===== config.mk =====
export PLATFORM = sky130hd
export DESIGN_NAME = id_ex_pipe
export DESIGN_NICKNAME = d
export VERILOG_FILES = /design/src/rtl/id_ex_pipe.sv
export SDC_FILE = /design/constraint.sdc
export NUM_CORES = 1
export LEC_CHECK = 0
export ABC_AREA = 1
export CAP_MARGIN = 20
export CELL_PAD_IN_SITES_DETAIL_PLACEMENT = 1
export CELL_PAD_IN_SITES_GLOBAL_PLACEMENT = 1
export CORE_UTILIZATION = 29
export DETAILED_ROUTE_END_ITERATION = 7
export PLACE_DENSITY_LB_ADDON = 0.08
export SYNTH_ARGS = -nofsm -noshare
export SYNTH_HDL_FRONTEND = slang
export SYNTH_SLANG_ARGS = --single-unit

===== constraint.sdc =====
create_clock -name clk -period 2 [get_ports clk]
set_input_delay 0.4 -clock clk [delete_from_list [all_inputs] [get_ports clk]]
set_output_delay 0.4 -clock clk [all_outputs]
set_load 0.03 [all_outputs]

===== src/rtl/id_ex_pipe.sv =====
// ID->EX pipeline register: carries the decode bundle into execute with
// stall hold, bubble insertion, flush, delay-slot feedback and a bubble counter.
module id_ex_pipe #(
    parameter int DATA_W   = 32,
    parameter int REG_AW   = 5,
    parameter int ALUOP_W  = 8,
    parameter int ALUSEL_W = 3,
    parameter int CNT_W    = 16
) (
    input  logic                clk,
    input  logic                rst,
    input  logic                flush,
    input  logic                stall_id,
    input  logic                stall_ex,
    input  logic                cnt_clr,
    input  logic [ALUOP_W-1:0]  id_aluop,
    input  logic [ALUSEL_W-1:0] id_alusel,
    input  logic [DATA_W-1:0]   id_reg1,
    input  logic [DATA_W-1:0]   id_reg2,
    input  logic [REG_AW-1:0]   id_wd,
    input  logic                id_wreg,
    input  logic [DATA_W-1:0]   id_inst,
    input  logic [DATA_W-1:0]   id_link_addr,
    input  logic                id_is_in_delayslot,
    input  logic                next_inst_in_delayslot_i,
    output logic [ALUOP_W-1:0]  ex_aluop,
    output logic [ALUSEL_W-1:0] ex_alusel,
    output logic [DATA_W-1:0]   ex_reg1,
    output logic [DATA_W-1:0]   ex_reg2,
    output logic [REG_AW-1:0]   ex_wd,
    output logic                ex_wreg,
    output logic [DATA_W-1:0]   ex_inst,
    output logic [DATA_W-1:0]   ex_link_addr,
    output logic                ex_is_in_delayslot,
    output logic                ex_valid,
    output logic                is_in_delayslot_o,
    output logic [CNT_W-1:0]    bubble_cnt
);

    localparam logic [CNT_W-1:0] CNT_ONE = {{(CNT_W-1){1'b0}}, 1'b1};
    localparam logic [CNT_W-1:0] CNT_MAX = {CNT_W{1'b1}};

    // Stage action decoded once so the data path and the counter agree.
    // ex_valid semantics: high while the EX-side bundle is a real instruction;
    // it is held with the bundle under stall_ex and there is no ready path back.
    logic do_hold;
    logic do_bubble;

    always_comb begin
        do_hold   = 1'b0;
        do_bubble = 1'b0;
        if (!flush) begin
            if (stall_ex) begin
                do_hold = 1'b1;
            end else if (stall_id) begin
                do_bubble = 1'b1;
            end
        end
    end

    always_ff @(posedge clk) begin
        if (!rst) begin
            ex_aluop           <= '0;
            ex_alusel          <= '0;
            ex_reg1            <= '0;
            ex_reg2            <= '0;
            ex_wd              <= '0;
            ex_wreg            <= 1'b0;
            ex_inst            <= '0;
            ex_link_addr       <= '0;
            ex_is_in_delayslot <= 1'b0;
            ex_valid           <= 1'b0;
            is_in_delayslot_o  <= 1'b0;
        end else if (flush || do_bubble) begin
            // Flush and bubble share the all-zero NOP; only flush drops the
            // delay-slot feedback, a bubble keeps it for the stalled ID.
            ex_aluop           <= '0;
            ex_alusel          <= '0;
            ex_reg1            <= '0;
            ex_reg2            <= '0;
            ex_wd              <= '0;
            ex_wreg            <= 1'b0;
            ex_inst            <= '0;
            ex_link_addr       <= '0;
            ex_is_in_delayslot <= 1'b0;
            ex_valid           <= 1'b0;
            if (flush) begin
                is_in_delayslot_o <= 1'b0;
            end
        end else if (!do_hold) begin
            ex_aluop           <= id_aluop;
            ex_alusel          <= id_alusel;
            ex_reg1            <= id_reg1;
            ex_reg2            <= id_reg2;
            ex_wd              <= id_wd;
            ex_wreg            <= id_wreg;
            ex_inst            <= id_inst;
            ex_link_addr       <= id_link_addr;
            ex_is_in_delayslot <= id_is_in_delayslot;
            ex_valid           <= 1'b1;
            is_in_delayslot_o  <= next_inst_in_delayslot_i;
        end
    end

    // Saturating bubble counter; clear beats increment.
    always_ff @(posedge clk) begin
        if (!rst) begin
            bubble_cnt <= '0;
        end else if (cnt_clr) begin
            bubble_cnt <= '0;
        end else if (do_bubble && (bubble_cnt != CNT_MAX)) begin
            bubble_cnt <= bubble_cnt + CNT_ONE;
        end
    end

endmodule

---- After elaboration in Yosys (flattened, before gate mapping) ----
Cells that the tools add are included.
storage, ports and cells
  bits in registers ....................... 164
  bits in latches ......................... 0
  RAM bits ................................ 0
  memory bits (read-only) ................. 0
  bits of input ports ..................... 153
  output and inout port bits .............. 164
  logic and storage cells ................. 30
  memories ................................ 0
operators by class
  add/subtract/negate cells ............... 1
  multiply operators ...................... 0
  div/mod/pow operators ................... 0
  order comparisons ....................... 0
  equal/unequal tests ..................... 3
  shifts and indexed selects .............. 0
  multiplexer cells ....................... 8
  bitwise operators ....................... 1
  reduce and logical (&&, ||, !) cells .... 5
operator list
  kind                                                                      number
  16-bit by 1-bit adder with 16-bit output (second input constant)          1
  16-bit inequality test (second input constant)                            1
  1-bit 2-to-1 mux                                                          8
  2-bit OR reduction                                                        2
  2-bit by 1-bit inequality test with 1-bit output (second input constant)  1
  2-bit inequality test (second input constant)                             1
  2-bit AND reduction                                                       1
  1-bit logical AND                                                         1
  1-bit logical OR                                                          1
  1-bit NOT                                                                 1

---- Longest topological paths before layout ----
Gate-level depths: netlist of run 1.
  depth in word-level cells ............... 6
  gate-level depth with buffers ........... 9
  depth with buffers taken out ............ 9

---- Worst setup path after synthesis of run 1 ----
OpenSTA, ideal clock, no wires.
  path kind ............................... reg-to-reg
  from .................................... register bubble_cnt[1]
  to ...................................... register bubble_cnt[9]
  setup time .............................. 0.116 ns
  data arrival time ....................... 1.481 ns
  data required time ...................... 1.884 ns
  slack ................................... 0.403 ns
  stages on the path, launching flop included .. 8
  path buffers ............................ 1
  clock period less this slack ............ 1.597 ns
  cells stage by stage .................... dfxtp_1 -> ha_1 -> nand3_2 -> nor2_4 -> nand3_4 -> buf_6 -> a21oi_1 -> nor2_1
between the ends
  cells in the longest elaborated chain, start to end .. 2
  elaborated cells on any way between the ends .. 3
  classes of those cells .................. 1 x add/sub; 1 x eq/ne; 1 x reduce/logical
ends and longest elaborated chain
  item                                                                                              RTL line  source
  from (decl)                                                                                       37        output logic [CNT_W-1:0] bubble_cnt
  from (signal assigned)                                                                            112       bubble_cnt <= bubble_cnt + CNT_ONE;
  parallel branches: the longest is 2 deep, another holds 16-bit by 1-bit adder with 16-bit output  --
Parallel ways; which one is timed is not known.
A chain may end at the register's enable or synchronous reset.

---- Worst setup path in the final report of run 1 ----
  from .................................... register bubble_cnt[10]
  to ...................................... output port bubble_cnt[10]
No word-level cell between the ends.

==> results of run 1 <==
## flip-flops by register name, indices dropped and copies added (netlist names)
name                count
bubble_cnt             16
ex_aluop                8
ex_alusel               3
ex_inst                32
ex_is_in_delayslot      1
ex_link_addr           32
ex_reg1                32
ex_reg2                32
ex_valid                1
ex_wd                   5
ex_wreg                 1
is_in_delayslot_o       1
## repair_timing
| item | 4_1_cts | 5_1_grt |
|---|---|---|
| resized for setup | 3 | 4 |
| endpoints found under the setup margin | 3 | 4 |
| cloned | 0 | 0 |
## worst register-to-register path, cell delays in order (launching register included)
cell     delay (ns)
dfxtp_1        0.38
ha_1           0.21
nand3_2        0.13
nor2_4         0.18
nand2_2        0.14
nand2_1        0.14
inv_1          0.07
nor2_1         0.08
nor2_1         0.05
## metal layers
layer / share of wire, % / wire length (um)
met5: 0.051 / 11
met4: 3.0 / 632
met3: 7.4 / 1580
met2: 48 / 10300
met1: 41 / 8860
## logic make-up (layout without fill, tap and decap cells)
family	count (synthesis)	in the layout	share of synthesized area, %
DFF	164	164	54.6
other	0	3	0
AOI/OAI and AO/OA	160	160	13.3
buffers and inverters	78	391	5.39
and+or+nand+nor	405	405	26.5
adders and majority gates	1	1	0.208
## power by group through the flow
stage | clock, mW | combinational [mW] | sequential [mW]
after global routing | 3.42 | 1.18 | 3.43
final | 3.15 | 1.10 | 3.42
after CTS | 3.25 | 1.11 | 3.42
after floorplan | 0 | 0.273 | 3.70
after global placement | 0 | 1.10 | 3.49
after detailed placement | 0 | 1.11 | 3.49
## cell type report
class	count	area, sq um
Fill cell	2453	10200
Timing Repair Buffer	332	3390
Sequential cell	164	3280
Multi-Input combinational cell	566	2420
Clock buffer	19	433
Tap cell	270	338
Clock inverter	13	125
Inverter	27	104
Antenna cell	3	7.51
## how the worst min path moves through the flow
stage	start	slack [ns]	end
5_1_grt	ex_reg1[8]$_SDFFE_PP0N_	0.48	ex_reg1[8]$_SDFFE_PP0N_
3_5_place_dp	ex_link_addr[20]$_SDFFE_PP0N_	0.45	ex_link_addr[20]$_SDFFE_PP0N_
3_3_place_gp	ex_reg1[11]$_SDFFE_PP0N_	0.45	ex_reg1[11]$_SDFFE_PP0N_
2_1_floorplan	rst	0.53	is_in_delayslot_o$_SDFFE_PN0P_
4_1_cts	ex_link_addr[20]$_SDFFE_PP0N_	0.46	ex_link_addr[20]$_SDFFE_PP0N_
6_report	ex_inst[13]$_SDFFE_PP0N_	0.46	ex_inst[13]$_SDFFE_PP0N_
## per-stage QoR
stage               setup slack (ns)  area, sq um  utilization (%)
detailed placement             0.121         9530             47.0
CTS                          0.00421        10100             49.7
floorplan                      0.403         6020                -
global placement               0.150         9530             47.0
global route                0.000685        10100             49.8
finish                        0.0574        10100             49.8
## cell usage in the layout, fill, tap and decap left out, types with 4 or more instances in the layout
cell type and n:
inv_2 6, nand2_1 333, buf_4 8, clkinv_4 4
buf_12 8, inv_6 4, dlymetal6s2s_1 4, a21oi_1 156
nor2_1 36, clkdlybuf4s50_1 309, o21ai_0 4, clkbuf_16 17
nand3_1 19, inv_1 20, dfxtp_1 164, nor3_1 4
==> metrics.md, run 1 <==
| Metric | Value |
|---|---|
| Flops & latches, synth | between 150 and 200 |
| First-pass GRT wire length | between 30000 and 40000 um |
| R2R cell count | 8 |
| Crit. Startpoint | bubble_cnt[10]$_SDFFE_PP0P_ |
| Setup TNS | 0 ns |
| Worst-path cell chain | clkdlybuf4s50_1 |
| Post-Synthesis Cells | between 800 and 900 |
| Die W | roughly 150 um |
| WP data arrival | 1.54 ns |
| Grt met3 use | 7.06% |
| Reg clk slew, reported paths | 0.06 ns |
| Worst rel slew slack | a little over two thirds |
| Hpwl dp | approximately 15000 um |
| H-Tree Depth | 4 |
| Worst skew pair latency | between 0.4 and 0.5 ns |
| Tmin final | just under 2 ns |
| Combinational share of power | 14.3% |
| Net Sw Power | 2.02 mW |
| Setup crit end | bubble_cnt[10] |
| Layout area overhead | 67.9% |
| Register area share after synthesis | 54.6% |
| Post-synth EDFFs | 0 |
| DR vias | about 6300 |
| Yosys Warn Count | 0 |
| Reg2reg start | bubble_cnt[0]$_SDFFE_PP0P_ |
| Net switching fraction of the power | about a quarter |
| I/O pin count | between 300 and 400 |
| Post-DR vias/cell | approximately 4.5 |
| Met2 usage | 33.6% |
| Number of buffers and inverters on the critical path | 1 |
| Vias in the first global route | just over 6000 |
| Cell with the most instances after synthesis | nand2_1 |
| CP top delay family | buffers and inverters |
| Syn Std Cell Area | around 6000 sq um |
| Rows | between 50 and 60 |
| Total Wirelength | 21400 um |
| Clock sinks | 164 |
| Final Net Count | about 1300 |
| CP Depth | 1 |
| Post-CTS setup buffer count | 0 |
| IO buf count | 316 |
| Flop pwr share | between 40% and 50% |
| Worst EP required | around 1.6 ns |
| Final period util | a little over nine tenths |
| Critical Path Sink Type | output pin |
| Routed Antenna Nets | 0 |
| Worst hold path type | flop to flop |
| P_leak | approximately 4.0 nW |
| Worst-path fanout max | 5 |
| Final Max Slew Viols | 0 |
| Syn_nets | 962 |
| Layer with the highest usage | met2 |
| Grt ovf | 0 |
| Worst slew pin tran | ~0.44 ns |
| Area leader, netlist | dfxtp_1 |
| Placed Cells incl. Taps | approximately 1400 |
| CTS Hold Bufs | 0 |
| RSZ-0062 raised after global routing | no |
| Total GRT Usage | 20.1% |
| Yosys cell types | 21 |
| Final Hold Vio Count | 0 |
| Largest net degree at the start of global routing | 73 |
| Reg-to-reg endpoint | bubble_cnt[1]$_SDFFE_PP0P_ |
| Max-cap violations | 0 |
| CTS tree | yes |
| Die height | approximately 150 um |
| Hold WS | 0.463 ns |
| Routability congestion estimate | roughly 0.77 |
| WS Path Type | flop to output pin |
| Biggest cell delay along the critical path | around 0.71 ns |
| Most instantiated cells after synthesis | nand2_1, dfxtp_1, a21oi_1 |
| Outcome | completed |
| Achievable frequency | between 0.5 and 0.6 GHz |
| Met1 usage | between 20 and 25% |
| Critical-path top delay cell | clkdlybuf4s50_1 |
| Drt wl/cell | ~15 um |
| Clock power share | 41.1% |
| Setup violations, final | 0 |
| R2R Setup Slk | about 0.52 ns |
| CTS buffer count | 17 |
| Power Total | around 7.7 mW |
| Worst Hold Depth | 2 |
| CTS root buffer | clkbuf_16 |
| # DRC | 0 |
| Area share of the largest cell type after synthesis | between 50 and 60% |
| Core area | slightly above 20000 sq um |
| Max Buffers Root-to-Sink | 2 |
| Clock Skew | between 0.007 and 0.008 ns |
| Ranking of synthesized cells by area | dfxtp_1, nand2_1, a21oi_1 |
| Starting Density | between 20 and 30% |
| Number of detailed-route iterations in the first pass | 4 |
| Initial antenna violation count | 4 |
| Non-Filler Instances | around 1400 |
| Internal Power | between 5 and 6 mW |
| Pwr dens | 759 nW/um^2 |
| Initial detailed-routing violation count | 253 |
| VDD IR max | roughly 0.56 mV |
| Share of layout cells above drive strength 1 | under 10% |
| Async S/R FF share, synth | 0% |
| Avg Cell Area, Syn | around 7.4 sq um |
| CP Launch Type | flop |
| Die Area | 21300 sq um |
| Ys flop type | dfxtp_1 |
Note: power is estimated with default switching activity, not from simulation.
==> run 2: changes to the inputs <==
--- a/constraint.sdc
+++ b/constraint.sdc
@@ -3,2 +3,2 @@
 set_output_delay 0.4 -clock clk [all_outputs]
-set_load 0.03 [all_outputs]
+set_load 0.005 [all_outputs]
==> run 2 against run 1 <==
Compared with the run above: non-clock buffer count fell by 2; routed wire length fell by 0.23%; critical path depth did not move; via count fell by 0.52%; largest power group unchanged; highest routed layer unchanged.
==> metrics.md, run 2 (synthesis results as in run 1) <==
| Metric | Value |
|---|---|
| Routability congestion estimate | 0.773 (+0.57%) |
| Total Wirelength | 21400 um (-0.23%) |
| Number of buffers and inverters on the critical path | 1 (unchanged) |
| Grt ovf | 0 (unchanged) |
| Drt wl/cell | 15.4 um (about the same) |
| Worst rel slew slack | 76.9% (+6.1 points) |
| Setup violations, final | 0 (unchanged) |
| Vias in the first global route | 6257 (+0.51%) |
| Final Hold Vio Count | 0 (unchanged) |
| Die height | 146 um (unchanged) |
| Clock Skew | 0.00836 ns (+0.000603 ns) |
| Final Max Slew Viols | 0 (unchanged) |
| Worst-path fanout max | 7 (+2) |
| Core Util, Final | 49.7% (about the same) |
| Rows | 52 (unchanged) |
| Outcome | completed |
| Routed Antenna Nets | 0 (unchanged) |
| Max-cap violations | 0 (unchanged) |
| Setup TNS | 0 ns (unchanged) |
| # DRC | 0 (unchanged) |
| DR vias | 6273 (-0.52%) |
| Starting Density | 29.6% (unchanged) |
| CP top delay family | buffers and inverters |
| Share of layout cells above drive strength 1 | 5.28% (-0.25 points) |
| First-pass GRT wire length | 33600 um (-0.10%) |
| Initial antenna violation count | 3 (-1) |
| Most frequent cells in the layout | nand2_1, clkdlybuf4s50_1, dfxtp_1, a21oi_1, nor2_1 |
| Worst skew pair latency | 0.42 ns (about the same) |
| WP data arrival | 1.47 ns (-0.07 ns) |
| Initial detailed-routing violation count | 254 (+0.40%) |
| CP Launch Type | flop |
| I/O pin count | 317 (unchanged) |
| Most common cell after layout, fill and taps aside | nand2_1 |
| Worst hold path type | flop to flop |
| Die Area | 21300 sq um (unchanged) |
| Pwr dens | 749 nW/um^2 (-1.3%) |
| FILL cells | 2453 (unchanged) |
| Post-CTS sizing | 0 (-3) |
| Worst EP required | 1.60 ns (about the same) |
| Clock sinks | 164 (unchanged) |
| H-Tree Depth | 4 (unchanged) |
| Critical Path Sink Type | output pin |
| Worst-path cell chain | clkdlybuf4s50_1 |
| IO buf count | 316 (unchanged) |
| Tmin final | 1.87 ns (-0.0718 ns) |
| Post-CTS setup buffer count | 0 (unchanged) |
| CTS root buffer | clkbuf_16 |
| Largest net degree at the start of global routing | 73 (unchanged) |
| Core area | 20300 sq um (unchanged) |
| Hpwl dp | 15200 um (-0.45%) |
| Layout area overhead | 67.8% (about the same) |
| Post-DR vias/cell | 4.51 (-0.24%) |
| Critical-path top delay cell | clkdlybuf4s50_1 |
| Achievable frequency | 0.535 GHz (+3.8%) |
| Worst slew pin tran | 0.346 ns (-0.0898 ns) |
| P_leak | 3.85 nW (-2.5%) |
| CTS tree | yes |
| Total GRT Usage | 20.1% (about the same) |
| CTS buffer count | 17 (unchanged) |
| Final period util | 93.5% (-3.6 points) |
| Die W | 146 um (unchanged) |
| WS Path Type | flop to output pin |
| Final Net Count | 1260 (-0.16%) |
| CTS Hold Bufs | 0 (unchanged) |
| RSZ-0062 raised after global routing | no |
| Max Buffers Root-to-Sink | 2 (unchanged) |
| VDD IR max | 0.555 mV (-0.64%) |
| Biggest cell delay along the critical path | 0.57 ns (-0.14 ns) |
| Number of detailed-route iterations in the first pass | 6 (+2) |
| Reg clk slew, reported paths | 0.06 ns (about the same) |
-- run 2: cell count changes in the layout (fill, tap and decap cells not counted) --
cell             delta
bufinv_16           +1
clkdlybuf4s50_1     +7
buf_4               -2
dlygate4sd2_1       -3
clkinv_4            -4
clkinvlp_4          +2
diode_2             -1
dlymetal6s2s_1      -4
clkbuf_8            +1
inv_6               -1
-- run 2: power breakdown --
part / total (mW) / switching, mW / internal (mW)
logic: 0.903 / 0.360 / 0.543
clock network: 3.23 / 1.36 / 1.87
registers: 3.42 / 0.0522 / 3.37
total: 7.56 / 1.77 / 5.79
-- run 2: layout make-up --
type,instances,area (sq um),share of cell area (%)
antenna,2,5.00,0.0496
timing repair buffer,330,3370,33.4
multi-input combinational,566,2420,24.0
clock buffer,20,447,4.42
clock inverter,11,126,1.25
sequential,164,3280,32.5
inverter,27,104,1.03
tap,270,338,3.35
-- run 2: metal layers --
| layer | global-route usage (%) | share of wire, % |
|---|---|---|
| met5 | 0 | 0.066 |
| met4 | 7.40 | 1.7 |
| met3 | 7.09 | 7.4 |
| met2 | 34.6 | 49 |
| met1 | 23.0 | 42 |
-- run 2: worst paths after layout --
| path | startpoint | to | slack [ns] | depth (start not counted) |
|---|---|---|---|---|
| hold / removal | ex_link_addr[13]$_SDFFE_PP0N_ | ex_link_addr[13]$_SDFFE_PP0N_ | 0.46 | 2 |
| hold reg to reg | ex_link_addr[13]$_SDFFE_PP0N_ | ex_link_addr[13]$_SDFFE_PP0N_ | 0.46 | 2 |
| setup / recovery | bubble_cnt[10]$_SDFFE_PP0P_ | bubble_cnt[10] | 0.13 | 1 |
| setup reg to reg | bubble_cnt[0]$_SDFFE_PP0P_ | bubble_cnt[1]$_SDFFE_PP0P_ | 0.49 | 8 |
-- run 2: metrics by stage --
stage / instance area, sq um / total power, mW / std cells / hold WS, ns / setup WS [ns]
2_1_floorplan: 6020 / 3.78 / 808 / 0.461 / 0.638
3_3_place_gp: 9520 / 4.40 / 1357 / 0.450 / 0.154
3_5_place_dp: 9520 / 4.41 / 1357 / 0.455 / 0.108
4_1_cts: 10100 / 7.67 / 1388 / 0.464 / 0.0902
5_1_grt: 10100 / 7.88 / 1390 / 0.483 / 0.0670
6_report: 10100 / 7.56 / 1390 / 0.462 / 0.129
